<file path="src/rtl/expr_eval_pipe.sv">
// expr_eval_pipe: two-stage valid/ready pipeline evaluating three bitwise
// boolean expressions of four operand vectors plus a mode-selected result.
// Stage 1 captures shared sub-terms, stage 2 combines them into the results.
module expr_eval_pipe #(
  parameter int WIDTH = 8,
  parameter int CNT_W = 16
) (
  input  logic             clk,
  input  logic             rst,
  input  logic             in_valid,
  output logic             in_ready,
  input  logic [WIDTH-1:0] a,
  input  logic [WIDTH-1:0] b,
  input  logic [WIDTH-1:0] c,
  input  logic [WIDTH-1:0] d,
  input  logic [1:0]       mode,
  output logic             out_valid,
  input  logic             out_ready,
  output logic [WIDTH-1:0] s1,
  output logic [WIDTH-1:0] s2,
  output logic [WIDTH-1:0] s3,
  output logic [WIDTH-1:0] y,
  output logic [CNT_W-1:0] count
);

  // stage valid bits
  logic v1, v2;

  // stage-1 sub-terms shared by the three result expressions
  logic [WIDTH-1:0] ab_or, cd_or, na_or_b, a_and_nb, c_and_ad;
  logic [1:0]       mode_q;

  // next-stage values computed from stage-1 registers
  logic [WIDTH-1:0] s1_n, s2_n, s3_n, y_n;

  logic load1, load2, in_xfer, out_xfer;

  // handshake and advance conditions; stage 1 may refill in the same cycle
  // stage 2 drains, so a full pipe streams without bubbles
  always_comb begin
    load2    = v1 & (~v2 | out_ready);
    load1    = ~v1 | load2;
    in_ready = ~v1 | ~v2 | out_ready;
    in_xfer  = in_valid & in_ready;
    out_xfer = v2 & out_ready;
  end

  assign out_valid = v2;

  // combine stage-1 sub-terms into the results and select y by the captured mode
  always_comb begin
    s1_n = na_or_b;
    s2_n = ab_or & cd_or;
    s3_n = a_and_nb | ~c_and_ad;
    y_n  = s1_n;
    case (mode_q)
      2'b00:   y_n = s1_n;
      2'b01:   y_n = s2_n;
      2'b10:   y_n = s3_n;
      default: y_n = s1_n ^ s2_n ^ s3_n;
    endcase
  end

  // stage 1: capture sub-terms and mode together so later mode changes cannot
  // affect data already in flight
  always_ff @(posedge clk) begin
    if (rst) begin
      v1       <= 1'b0;
      ab_or    <= '0;
      cd_or    <= '0;
      na_or_b  <= '0;
      a_and_nb <= '0;
      c_and_ad <= '0;
      mode_q   <= '0;
    end else if (load1) begin
      v1 <= in_valid;
      if (in_valid) begin
        ab_or    <= a | b;
        cd_or    <= c | d;
        na_or_b  <= ~a | b;
        a_and_nb <= a & ~b;
        c_and_ad <= c & (a | d);
        mode_q   <= mode;
      end
    end
  end

  // stage 2: results only change on a load, so they stay stable under
  // backpressure and keep their last values once drained
  always_ff @(posedge clk) begin
    if (rst) begin
      v2 <= 1'b0;
      s1 <= '0;
      s2 <= '0;
      s3 <= '0;
      y  <= '0;
    end else if (load2) begin
      v2 <= 1'b1;
      s1 <= s1_n;
      s2 <= s2_n;
      s3 <= s3_n;
      y  <= y_n;
    end else if (out_ready) begin
      v2 <= 1'b0;
    end
  end

  // delivered-result counter, wraps naturally at 2^CNT_W
  always_ff @(posedge clk) begin
    if (rst)           count <= '0;
    else if (out_xfer) count <= count + CNT_W'(1);
  end

endmodule

</file>
<file path="config.mk">
export PLATFORM = sky130hd
export DESIGN_NAME = expr_eval_pipe
export DESIGN_NICKNAME = d
export VERILOG_FILES = /design/src/rtl/expr_eval_pipe.sv
export SDC_FILE = /design/constraint.sdc
export NUM_CORES = 1
export LEC_CHECK = 0
export CAP_MARGIN = 20
export CELL_PAD_IN_SITES_DETAIL_PLACEMENT = 0
export CELL_PAD_IN_SITES_GLOBAL_PLACEMENT = 1
export CORE_MARGIN = 2
export CORE_UTILIZATION = 33
export DETAILED_ROUTE_END_ITERATION = 12
export HOLD_SLACK_MARGIN = 0.1
export PLACE_DENSITY = 0.85
export SYNTH_ARGS = -nofsm -noshare
export SYNTH_HDL_FRONTEND = slang
export SYNTH_SLANG_ARGS = --single-unit
</file>
<file path="constraint.sdc">
create_clock -name clk -period 1.6 [get_ports clk]
set_input_delay 0.24 -clock clk [delete_from_list [all_inputs] [get_ports clk]]
set_output_delay 0.24 -clock clk [all_outputs]
set_load 0.02 [all_outputs]
</file>
==> flow_summary_export.csv <==
group,metric,value,unit
outcome,outcome,"finished clean",
clocking,clock-sinks,92,
worst_setup_path,crit_type,"flip-flop to output pin",
worst_setup_path,cpPeakStageDelay,0.61,ns
die,coreArea,11900,sq um
placement,gp_congestion,0.767,
yosys,yosysSeqAreaShare,46.1,%
yosys,synth_flop_cell,"dfxtp_1",
pwr,p_per_area,991,nW/um^2
clocking,cts-root-buf,"clkbuf_16",
final_layout,syn2layout_area_growth,37.9,%
die,num_rows,40,
clocking,path_clk_slew,0.06,ns
worst_setup_path,cp_top_family,"buffers and inverters",
yosys,synth_area,4000,sq um
routing,drcViolationCount,0,
die,die-height,114,um
placement,dpl.hpwl,7.43,mm
yosys,ys_seq_elements,92,
timing,final_hold_viol_count,0,
routing,ant_nets,0,
pwr,irDropWorstVdd,0.458,mV
final_layout,fin_cells,725,
final_layout,final_cell_area,5510,sq um
yosys,synth_top_cell_area_share,46.1,%
worst_setup_path,cp_max_fo,5,
timing,final.period_utilization,97.7,%
grt,grt_max_degree,51,
worst_setup_path,crit_path_cell_trace,"clkdlybuf4s50_1",
timing,max_clock_freq,640,MHz
yosys,syn-instance-count,481,
timing,slew_headroom,74.6,%
worst_setup_path,cp_data_arrival_time,1.32,ns
grt,grt_pass1_vias,3409,
placement,dpl_cell_area,5180,sq um
clocking,ctsHtreeMaxLevel,3,
yosys,syn_avg_cell_area,8.31,sq um
routing,wl_per_cell,13.7,um
grt,globalRouteOverflowTotal,0,
grt,grt_usage,15.5,%
clocking,numCtsBuffers,9,
timing,skew,0.00739,ns
worst_setup_path,critPathLaunchType,"flip-flop",
yosys,yosys_warnings,0,
worst_setup_path,endpoint_kind,"output pin",
worst_setup_path,cp_num_buf_inv,1,
die,ios,88,
timing,worst_pin_slew,0.380,ns
clocking,clock_path_buffers,2,
clocking,clk_latency,0.34,ns
yosys,netlist.top_cell.by_area,"dfxtp_1",
hold_path,hold_class,"primary input to flip-flop",
final_layout,nFillCells,1178,
yosys,synth_edf_count,0,
yosys,synth_top_cells_by_area,"dfxtp_1 (46%), nand2_1 (6.5%), a21oi_1 (5.1%)",
die,die-width,114,um
grt,grt_first_pass_wirelength,16.3,mm
grt,antenna_found_initial,0,
clocking,cts_tree,"built",
worst_setup_path,required,1.36,ns
yosys,synth_cell_type_count,40,
timing,final-max-slew-violation-count,0,
routing,dr.pass1.iters,5,
die,initial_core_util,33.5,%
timing,finalSetupTns,0,ns
yosys,yosys.cell_count.top_type,"dfxtp_1",
yosys,synth_commonest_cells,"dfxtp_1 (92), nand2_1 (69), nor2_1 (53), a21oi_1 (41), nor3_1 (36)",
yosys,syn_nets,520,
worst_setup_path,cpMaxStageDelayCell,"clkdlybuf4s50_1",
final_layout,nNetsFinal,612,
placement,portBuffers,87,
routing,drt_iter0_markers,150,
routing,routed_via_density,5.04,
yosys,synthArstFlopShare,0,%
final_layout,drive_gt1_share,9.17,%
die,die_area,13000,sq um
final_layout,diodes,0,
timing,min_period,1.56,ns
pwr,p_leak,0.00208,uW
routing,routed_wl,9.96,mm
job,drv_cap,0,
timing,setup_viol,0,
placement,placed_cells,709,
routing,vias,3654,
[cells in the final DEF, fill, tap and decap left out, types with 6 or more instances in the layout]
master,netlist,final
a211oi_1,8,8
a21oi_1,41,41
a221oi_1,6,6
a311oi_1,7,7
and2_1,9,9
and3_1,7,7
buf_12,0,6
buf_4,0,18
clkbuf_16,0,9
clkdlybuf4s50_1,0,71
dfxtp_1,92,85
dfxtp_2,0,6
dlygate4sd2_1,0,9
mux2i_1,6,6
nand2_1,69,69
nand2b_1,9,9
nand3_1,11,11
nand3b_1,9,9
nor2_1,53,53
nor2b_1,12,12
nor3_1,36,36
nor3b_1,12,12
o211ai_1,8,8
o21ai_0,8,8
xor2_1,7,7
[state kept, by name, indices dropped and copies added (netlist names)]
signal     cells
out_valid      1
c_and_ad       8
s3             8
ab_or          8
s2             8
mode_q         2
y              8
a_and_nb       8
na_or_b        8
count         16
v1             1
cd_or          8
s1             8
[final timing paths]
path / from / endpoint / slack (ns) / depth (start not counted)
worst max-delay path: count[5]$_SDFFE_PP0P_ / count[5] / 0.04 / 1
worst min-delay path: rst / count[10]$_SDFFE_PP0P_ / 0.23 / 2
worst max register to register: count[0]$_SDFFE_PP0P_ / count[14]$_SDFFE_PP0P_ / 0.16 / 5
worst min register to register: s2[7]$_SDFFE_PP0P_ / s2[7]$_SDFFE_PP0P_ / 0.45 / 2
[what timing repair did]
item                       4_1_cts  5_1_grt
resized for setup               11        7
hold buffers                     0        0
setup buffers                    0        0
pin swaps                        0        1
setup endpoints to repair       10       24
[layout make-up]
type	count	area (sq um)	share of cell area, %
Tap cell	147	184	3.34
Multi-Input combinational cell	355	2010	36.5
Clock inverter	7	98.8	1.79
Inverter	4	15.0	0.272
Sequential cell	92	1850	33.6
Clock buffer	9	225	4.09
Timing Repair Buffer	111	1120	20.4
[per-layer routing]
metal	GRT usage [%]	vias up	part of all wire, %
li1	-	1882	-
met1	21.7	1656	48
met2	23.3	99	44
met3	3.51	17	6.1
met4	6.18	0	1.7
met5	0	-	0
[power by group]
part | internal (uW) | total [uW] | switching, uW
Sequential | 2400 | 2500 | 99.5
Clock | 1380 | 2270 | 897
Combinational | 339 | 684 | 345
[through the flow]
step	worst slack (ns)	total power, uW	util, %	hold slack (ns)
after floorplan	0.0240	2900	-	0.369
after global placement	-0.318	3210	43.5	0.445
after detailed placement	-0.360	3240	43.5	0.449
after CTS	0.00499	5510	46.1	0.233
after global routing	-0.0177	5680	46.3	0.251
final	0.0370	5460	46.3	0.228
[kinds of logic (layout without fill, tap and decap cells)]
| kind of cell | count (synthesis) | after routing | synth area share [%] |
|---|---|---|---|
| simple gates | 246 | 246 | 31.1 |
| compound gates | 89 | 89 | 14.4 |
| flops | 92 | 92 | 46.1 |
| fa+ha+maj | 1 | 1 | 0.313 |
| mux | 9 | 9 | 2.35 |
| buf+inv | 34 | 131 | 3.54 |
| xor+xnor | 10 | 10 | 2.19 |
No activity file was read; power rests on OpenSTA's default activity.
